File: config.mk
export PLATFORM = sky130hd
export DESIGN_NAME = top
export DESIGN_NICKNAME = d
export VERILOG_FILES = /design/src/rtl/mult_pkg.sv /design/src/rtl/mult_shift_add.sv /design/src/rtl/top.sv
export SDC_FILE = /design/constraint.sdc
export NUM_CORES = 1
export LEC_CHECK = 0
export CAP_MARGIN = 20
export CORE_UTILIZATION = 60
export DETAILED_ROUTE_END_ITERATION = 8
export HOLD_SLACK_MARGIN = 0.1
export PLACE_DENSITY_LB_ADDON = 0.3
export SYNTH_ARGS = -nofsm -noshare
export SYNTH_HDL_FRONTEND = slang
export SYNTH_SLANG_ARGS = --single-unit
export TNS_END_PERCENT = 1
File: constraint.sdc
create_clock -name clk -period 6 [get_ports clk]
set_input_delay 1.8 -clock clk [delete_from_list [all_inputs] [get_ports clk]]
set_output_delay 1.8 -clock clk [all_outputs]
set_load 0.005 [all_outputs]
File: src/rtl/mult_pkg.sv
// Shared definitions for the signed keypad multiplier.
//   state_t        : keypad entry FSM states
//   hex7seg()      : 4-bit value to active-low {g,f,e,d,c,b,a} glyph
//   DEF_* / *_HZ   : default clock rate and timing constants
package mult_pkg;

  typedef enum logic [2:0] {
    WAIT_A_HI,
    WAIT_A_LO,
    WAIT_B_HI,
    WAIT_B_LO,
    MULT,
    DONE
  } state_t;

  localparam int DEF_CLK_FREQ_HZ     = 27_000_000;
  localparam int DEBOUNCE_RATE_HZ    = 10_000;  // 100 us settle time
  localparam int REFRESH_RATE_HZ     = 1_000;   // 1 ms per digit
  localparam int DEF_DEBOUNCE_CYCLES = DEF_CLK_FREQ_HZ / DEBOUNCE_RATE_HZ;
  localparam int DEF_REFRESH_CYCLES  = DEF_CLK_FREQ_HZ / REFRESH_RATE_HZ;

  function automatic logic [6:0] hex7seg(input logic [3:0] v);
    logic [6:0] seg;
    case (v)
      4'h0: seg = 7'b1000000;
      4'h1: seg = 7'b1111001;
      4'h2: seg = 7'b0100100;
      4'h3: seg = 7'b0110000;
      4'h4: seg = 7'b0011001;
      4'h5: seg = 7'b0010010;
      4'h6: seg = 7'b0000010;
      4'h7: seg = 7'b1111000;
      4'h8: seg = 7'b0000000;
      4'h9: seg = 7'b0010000;
      4'hA: seg = 7'b0001000;
      4'hB: seg = 7'b0000011;
      4'hC: seg = 7'b1000110;
      4'hD: seg = 7'b0100001;
      4'hE: seg = 7'b0000110;
      default: seg = 7'b0001110;
    endcase
    return seg;
  endfunction

endpackage

File: src/rtl/mult_shift_add.sv
// Sequential 8x8 unsigned shift-add multiplier.
//   clk, reset : clock, asynchronous active-high reset
//   start      : one-cycle pulse; a/b are sampled on this edge
//   a, b       : multiplicand, multiplier
//   done       : one-cycle pulse, high 8 cycles after start
//   product    : 16-bit result, valid while done is high and after
module mult_shift_add (
  input  logic        clk,
  input  logic        reset,
  input  logic        start,
  input  logic [7:0]  a,
  input  logic [7:0]  b,
  output logic        done,
  output logic [15:0] product
);

  logic [15:0] r_mcand;
  logic [7:0]  r_mplier;
  logic [15:0] r_acc;
  logic [2:0]  r_cnt;
  logic        r_busy;
  logic        r_done;

  // The start edge already folds in multiplier bit 0, so the remaining
  // seven bits finish exactly when done is raised.
  always_ff @(posedge clk or posedge reset) begin
    if (reset) begin
      r_mcand  <= '0;
      r_mplier <= '0;
      r_acc    <= '0;
      r_cnt    <= '0;
      r_busy   <= 1'b0;
      r_done   <= 1'b0;
    end else begin
      r_done <= 1'b0;
      if (start) begin
        r_acc    <= b[0] ? {8'h00, a} : 16'h0000;
        r_mcand  <= {7'b0, a, 1'b0};
        r_mplier <= {1'b0, b[7:1]};
        r_cnt    <= 3'd1;
        r_busy   <= 1'b1;
      end else if (r_busy) begin
        r_acc    <= r_acc + (r_mplier[0] ? r_mcand : 16'h0000);
        r_mcand  <= r_mcand << 1;
        r_mplier <= r_mplier >> 1;
        r_cnt    <= r_cnt + 3'd1;
        if (r_cnt == 3'd7) begin
          r_busy <= 1'b0;
          r_done <= 1'b1;
        end
      end
    end
  end

  assign done    = r_done;
  assign product = r_acc;

endmodule

File: src/rtl/top.sv
// Signed keypad multiplier top level.
//   clk                : system clock
//   reset              : asynchronous active-high reset
//   key_in[3:0]        : keypad nibble, active-low
//   dat_ready          : asynchronous key strobe (level)
//   signo              : asynchronous operand sign, 1 = negative
//   u_display_segments : active-low {g,f,e,d,c,b,a}
//   u_display_select   : active-low one-hot digit enable, bit 0 = LSD
//   u_mult_sign        : result sign (never set for a zero magnitude)
//   u_mult_result      : unsigned result magnitude
// DEBOUNCE_CYCLES / REFRESH_CYCLES of 0 derive the value from CLK_FREQ_HZ.
module top
  import mult_pkg::*;
#(
  parameter int CLK_FREQ_HZ     = DEF_CLK_FREQ_HZ,
  parameter int DEBOUNCE_CYCLES = DEF_DEBOUNCE_CYCLES,
  parameter int REFRESH_CYCLES  = DEF_REFRESH_CYCLES
) (
  input  logic        clk,
  input  logic        reset,
  input  logic [3:0]  key_in,
  input  logic        dat_ready,
  input  logic        signo,
  output logic [6:0]  u_display_segments,
  output logic [3:0]  u_display_select,
  output logic        u_mult_sign,
  output logic [15:0] u_mult_result
);

  localparam int DB_CYC = (DEBOUNCE_CYCLES > 0) ? DEBOUNCE_CYCLES
                                                : CLK_FREQ_HZ / DEBOUNCE_RATE_HZ;
  localparam int RF_CYC = (REFRESH_CYCLES > 0) ? REFRESH_CYCLES
                                               : CLK_FREQ_HZ / REFRESH_RATE_HZ;
  localparam int DB_W = $clog2(DB_CYC + 1);
  localparam int RF_W = $clog2(RF_CYC + 1);
  localparam logic [DB_W-1:0] DB_LAST = DB_W'(DB_CYC - 1);
  localparam logic [RF_W-1:0] RF_LAST = RF_W'(RF_CYC - 1);

  logic [3:0]      r_key_s1, r_key_s2;
  logic            r_rdy_s1, r_rdy_s2;
  logic            r_sgn_s1, r_sgn_s2;
  logic            r_rdy_f, r_rdy_fd;
  logic [DB_W-1:0] r_db_cnt;
  state_t          r_state;
  state_t          w_next;
  logic [7:0]      r_a, r_b;
  logic            r_sign_a, r_sign_b;
  logic            r_start;
  logic [15:0]     r_result;
  logic            r_sign;
  logic [RF_W-1:0] r_ref_cnt;
  logic [1:0]      r_digit;

  logic            w_event;
  logic            w_cap_ahi, w_cap_alo, w_cap_bhi, w_cap_blo;
  logic            w_clear, w_finish;
  logic            w_done;
  logic [15:0]     w_product;
  logic [3:0]      w_nibble;

  // Two-stage synchronisers for every asynchronous input
  always_ff @(posedge clk or posedge reset) begin
    if (reset) begin
      r_key_s1 <= '0;
      r_key_s2 <= '0;
      r_rdy_s1 <= 1'b0;
      r_rdy_s2 <= 1'b0;
      r_sgn_s1 <= 1'b0;
      r_sgn_s2 <= 1'b0;
    end else begin
      r_key_s1 <= key_in;
      r_key_s2 <= r_key_s1;
      r_rdy_s1 <= dat_ready;
      r_rdy_s2 <= r_rdy_s1;
      r_sgn_s1 <= signo;
      r_sgn_s2 <= r_sgn_s1;
    end
  end

  // Debounce: any sample agreeing with the filtered level restarts the count
  always_ff @(posedge clk or posedge reset) begin
    if (reset) begin
      r_db_cnt <= '0;
      r_rdy_f  <= 1'b0;
      r_rdy_fd <= 1'b0;
    end else begin
      r_rdy_fd <= r_rdy_f;
      if (r_rdy_s2 == r_rdy_f) begin
        r_db_cnt <= '0;
      end else if (r_db_cnt == DB_LAST) begin
        r_db_cnt <= '0;
        r_rdy_f  <= r_rdy_s2;
      end else begin
        r_db_cnt <= r_db_cnt + 1'b1;
      end
    end
  end

  assign w_event = r_rdy_f & ~r_rdy_fd;

  // Entry FSM
  always_ff @(posedge clk or posedge reset) begin
    if (reset) r_state <= WAIT_A_HI;
    else       r_state <= w_next;
  end

  always_comb begin
    w_next    = r_state;
    w_cap_ahi = 1'b0;
    w_cap_alo = 1'b0;
    w_cap_bhi = 1'b0;
    w_cap_blo = 1'b0;
    w_clear   = 1'b0;
    w_finish  = 1'b0;
    case (r_state)
      WAIT_A_HI: if (w_event) begin w_cap_ahi = 1'b1; w_next = WAIT_A_LO; end
      WAIT_A_LO: if (w_event) begin w_cap_alo = 1'b1; w_next = WAIT_B_HI; end
      WAIT_B_HI: if (w_event) begin w_cap_bhi = 1'b1; w_next = WAIT_B_LO; end
      WAIT_B_LO: if (w_event) begin w_cap_blo = 1'b1; w_next = MULT;      end
      MULT:      if (w_done)  begin w_finish  = 1'b1; w_next = DONE;      end
      DONE: begin
        // A fresh key restarts entry and is itself the A high nibble
        if (w_event) begin
          w_clear   = 1'b1;
          w_cap_ahi = 1'b1;
          w_next    = WAIT_A_LO;
        end
      end
      default: w_next = WAIT_A_HI;
    endcase
  end

  // Operand capture and result latch
  always_ff @(posedge clk or posedge reset) begin
    if (reset) begin
      r_a      <= '0;
      r_b      <= '0;
      r_sign_a <= 1'b0;
      r_sign_b <= 1'b0;
      r_start  <= 1'b0;
      r_result <= '0;
      r_sign   <= 1'b0;
    end else begin
      r_start <= w_cap_blo;
      if (w_clear) begin
        r_a <= '0;
        r_b <= '0;
      end
      if (w_cap_ahi) r_a[7:4] <= ~r_key_s2;
      if (w_cap_alo) begin
        r_a[3:0] <= ~r_key_s2;
        r_sign_a <= r_sgn_s2;
      end
      if (w_cap_bhi) r_b[7:4] <= ~r_key_s2;
      if (w_cap_blo) begin
        r_b[3:0] <= ~r_key_s2;
        r_sign_b <= r_sgn_s2;
      end
      if (w_finish) begin
        r_result <= w_product;
        r_sign   <= (w_product != 16'h0000) & (r_sign_a ^ r_sign_b);
      end
    end
  end

  mult_shift_add u_mult (
    .clk     (clk),
    .reset   (reset),
    .start   (r_start),
    .a       (r_a),
    .b       (r_b),
    .done    (w_done),
    .product (w_product)
  );

  // Display scan: each digit selected for RF_CYC cycles, 0..3 then wrap
  always_ff @(posedge clk or posedge reset) begin
    if (reset) begin
      r_ref_cnt <= '0;
      r_digit   <= 2'd0;
    end else if (r_ref_cnt == RF_LAST) begin
      r_ref_cnt <= '0;
      r_digit   <= r_digit + 2'd1;
    end else begin
      r_ref_cnt <= r_ref_cnt + 1'b1;
    end
  end

  always_comb begin
    w_nibble = r_result[3:0];
    case (r_digit)
      2'd1:    w_nibble = r_result[7:4];
      2'd2:    w_nibble = r_result[11:8];
      2'd3:    w_nibble = r_result[15:12];
      default: w_nibble = r_result[3:0];
    endcase
  end

  assign u_display_select   = ~(4'b0001 << r_digit);
  assign u_display_segments = hex7seg(w_nibble);
  assign u_mult_result      = r_result;
  assign u_mult_sign        = r_sign;

endmodule

==> impl_metrics.py <==
metrics = {
    "timing": {
        "final-hold-violation-count": 0,
        "setup-tns-final_ns": 0,
        "rsz0062_at_grt": "false",
        "fmax_mhz": 195,
        "fin_crit_sh_pct": 85.3,
        "setup_violations": 0,
        "worstMarginPinSlew_ns": 1.08,
        "finClkSkew_ns": 0.00806,
        "slew_headroom_pct": 27.8,
        "layout_min_cycle_time_ns": 5.12,
        "drv_slew": 0,
    },
    "floorplanning": {
        "core_um2": 10300,
        "die_h_um": 105,
        "io_pins": 36,
        "initial_utilization_pct": 61.8,
        "dieArea_um2": 11000,
        "die_x_um": 105,
        "rows": 37,
    },
    "final_layout": {
        "final_area_um2": 7400,
        "final_util_pct": 71.7,
        "area_growth_pct": 16.0,
        "drive_gt1_share_pct": 9.92,
        "antenna_cells": 0,
        "final_nets": 690,
        "stdcell_count": 801,
    },
    "setup_path": {
        "endpoint_kind": "output pin",
        "cp_slowest_cell": "mux4_2",
        "crit_chain": "inv_1 > ha_1 > a222oi_1 > mux2i_1 > inv_1 > ha_1 > mux4_2 > clkdlybuf4s50_1",
        "worstSetupPathType": "register to output pin",
        "worst_path_largest_cell_delay_ns": 0.46,
        "cp.buffers_inverters": 3,
        "critPathMaxFanout": 6,
        "worstPathArrival_ns": 3.32,
        "critical_path_required_ns": 4.20,
        "cp.depth": 8,
        "cpLargestDelayFamily": "multiplexers",
        "reg2reg_depth": 10,
        "crit_path_start_kind": "register",
    },
    "yosys": {
        "synth_area_leaders": "dfrtp_1, mux2i_1, ha_1, o21ai_0, nand2_1",
        "synth_edf_count": 0,
        "synth_nets": 660,
        "synthArstFlopShare_pct": 100,
        "syn_inst": 623,
        "netlist_area_um2": 6380,
        "synth-warning-count": 0,
        "syn_avg_cell_area_um2": 10.2,
        "ys.flop_type": "dfrtp_1",
        "yosysTopAreaCell": "dfrtp_1",
        "synth_top_area_share_pct": 49.0,
        "ys_types": 59,
        "synth-seq-cells": 125,
        "yosysSeqAreaShare_pct": 49.0,
    },
    "hold_path": {
        "min_path_type": "register to register",
        "holdPathStages": 0,
    },
    "global_routing": {
        "grt_max_degree": 76,
        "grt_pass1_vias": 4664,
        "antenna_found_initial": 0,
        "grt_pass1_wl_mm": 22.2,
        "grt-ovfl-total": 0,
        "grt_usage_pct": 25.7,
    },
    "clock_network": {
        "cts.clk_slew.worst_paths_ns": 0.06,
        "clock-root-buffer": "clkbuf_8",
        "clock-sinks": 125,
        "clockBufferDepth": 2,
        "cts_resized": 0,
        "insertion_delay_ns": 0.53,
        "cts_buffers": 17,
        "htree_levels": 4,
        "cts_tree": "done",
        "cts_hold_buffers": 0,
        "post_cts_buffers": 0,
    },
    "placement": {
        "place_inst": 770,
        "numPortBuffers": 35,
        "dp_hpwl_mm": 8.84,
        "place_congestion": 0.919,
        "place_area_um2": 6830,
    },
    "job": {
        "cap_violations": 0,
    },
    "drt": {
        "wl_met1_mm": 5.91,
        "wl_per_cell_um": 16.2,
        "drt_iter0_drc": 267,
        "met3_length_um": 547,
        "vias_per_cell": 5.90,
        "top_layer_used": "met4",
        "dr.pass1.iters": 5,
        "vias": 4723,
        "drcViolationCount": 0,
        "drt_wl_total_mm": 13.0,
        "ant_nets": 0,
        "dr_wl_met2_mm": 6.38,
    },
    "power": {
        "power.density_nw_per_um2": 250,
        "ir_drop_v": 0.000254,
        "totalPowerFinal_uw": 1850,
        "leakage_uw": 0.00333,
    },
    "outcome": {
        "status": "finished, final reports clean",
    },
}
[metrics by stage]
step | setup slack (ns) | hold slack, ns
global route | 0.680 | 0.354
finish | 0.881 | 0.351
CTS | 0.870 | 0.356
detailed placement | 1.46 | 0.339
floorplan | 0.872 | 0.331
global placement | 1.62 | 0.333
[where the power goes]
part           internal, µW  switching [µW]
registers               849            5.09
clock network           600             372
logic                  6.97            19.7
total                  1460             397
[Yosys cell counts, types with 7 or more instances]
master,n
a21o_1,8
a21oi_1,18
and2_1,14
buf_2,7
clkbuf_1,18
dfrtp_1,125
ha_1,28
inv_1,24
mux2_2,18
mux2i_1,37
nand2_1,61
nand2b_1,9
nand3_1,25
nand4_1,8
nor2_1,53
o21ai_0,51
xnor2_1,14
xor2_1,21
[cell type report]
| class | count | area, µm² |
|---|---|---|
| Timing Repair Buffer | 39 | 380 |
| Tap cell | 136 | 170 |
| Clock inverter | 13 | 140 |
| Sequential cell | 125 | 3130 |
| Inverter | 24 | 92.6 |
| Clock buffer | 18 | 428 |
| Multi-Input combinational cell | 446 | 3060 |
| Fill cell | 736 | 2930 |
[final timing paths]
| kind | startpoint | to | slack, ns |
|---|---|---|---|
| setup reg to reg | u_mult.r_mplier[0]$_DFFE_PP0N_ | u_mult.product[15]$_DFFE_PP0N_ | 2.76 |
| setup / recovery | r_digit[0]$_DFFE_PP0N_ | u_display_segments[3] | 0.88 |
| hold / removal | r_key_s1[0]$_DFF_PP0_ | r_key_s2[0]$_DFF_PP0_ | 0.35 |
| min in group asynchronous | reset | r_ref_cnt[8]$_DFF_PP0_ | 1.82 |
| max in group asynchronous | reset | u_mult.product[12]$_DFFE_PP0N_ | 3.23 |
| hold reg to reg | r_key_s1[0]$_DFF_PP0_ | r_key_s2[0]$_DFF_PP0_ | 0.35 |
[kinds of logic after synthesis]
kind of cell	synth area share [%]
and+or+nand+nor	16.7
DFF	49.0
AOI/OAI and AO/OA	10.9
muxes	9.55
buffers and inverters	3.20
xor gates and xnor gates	4.81
adders and majority gates	5.81
[routing by layer]
layer	track usage (%)	up-vias
li1	-	2239
met1	33.1	2350
met2	42.8	116
met3	6.74	18
met4	7.85	0
met5	0	-
[sequential cells by signal, summed over array words and instances, names as in the netlist, 3 cells and up]
name and count:
r_ref_cnt 15, u_mult.r_mplier 7, r_db_cnt 12, r_key_s1 4
r_state 3, u_mult.product 16, u_mult_result 16, u_mult.r_mcand 15
r_b 8, u_mult.r_cnt 3, r_a 8, r_key_s2 4
[cells in the final DEF (no fill, tap or decap), types with 8 or more instances in the layout]
| master | instances |
|---|---|
| ha_1 | 28 |
| nand4_1 | 8 |
| a21oi_1 | 18 |
| xor2_1 | 21 |
| o21ai_0 | 51 |
| nor2_1 | 53 |
| nand3_1 | 25 |
| xnor2_1 | 14 |
| nand2_1 | 61 |
| and2_1 | 14 |
| mux2i_1 | 37 |
| a21o_1 | 8 |
| mux2_2 | 18 |
| clkdlybuf4s50_1 | 35 |
| dfrtp_1 | 123 |
| nand2b_1 | 9 |
| clkbuf_16 | 16 |
| inv_1 | 23 |
Note: power is estimated with default switching activity, not from simulation.
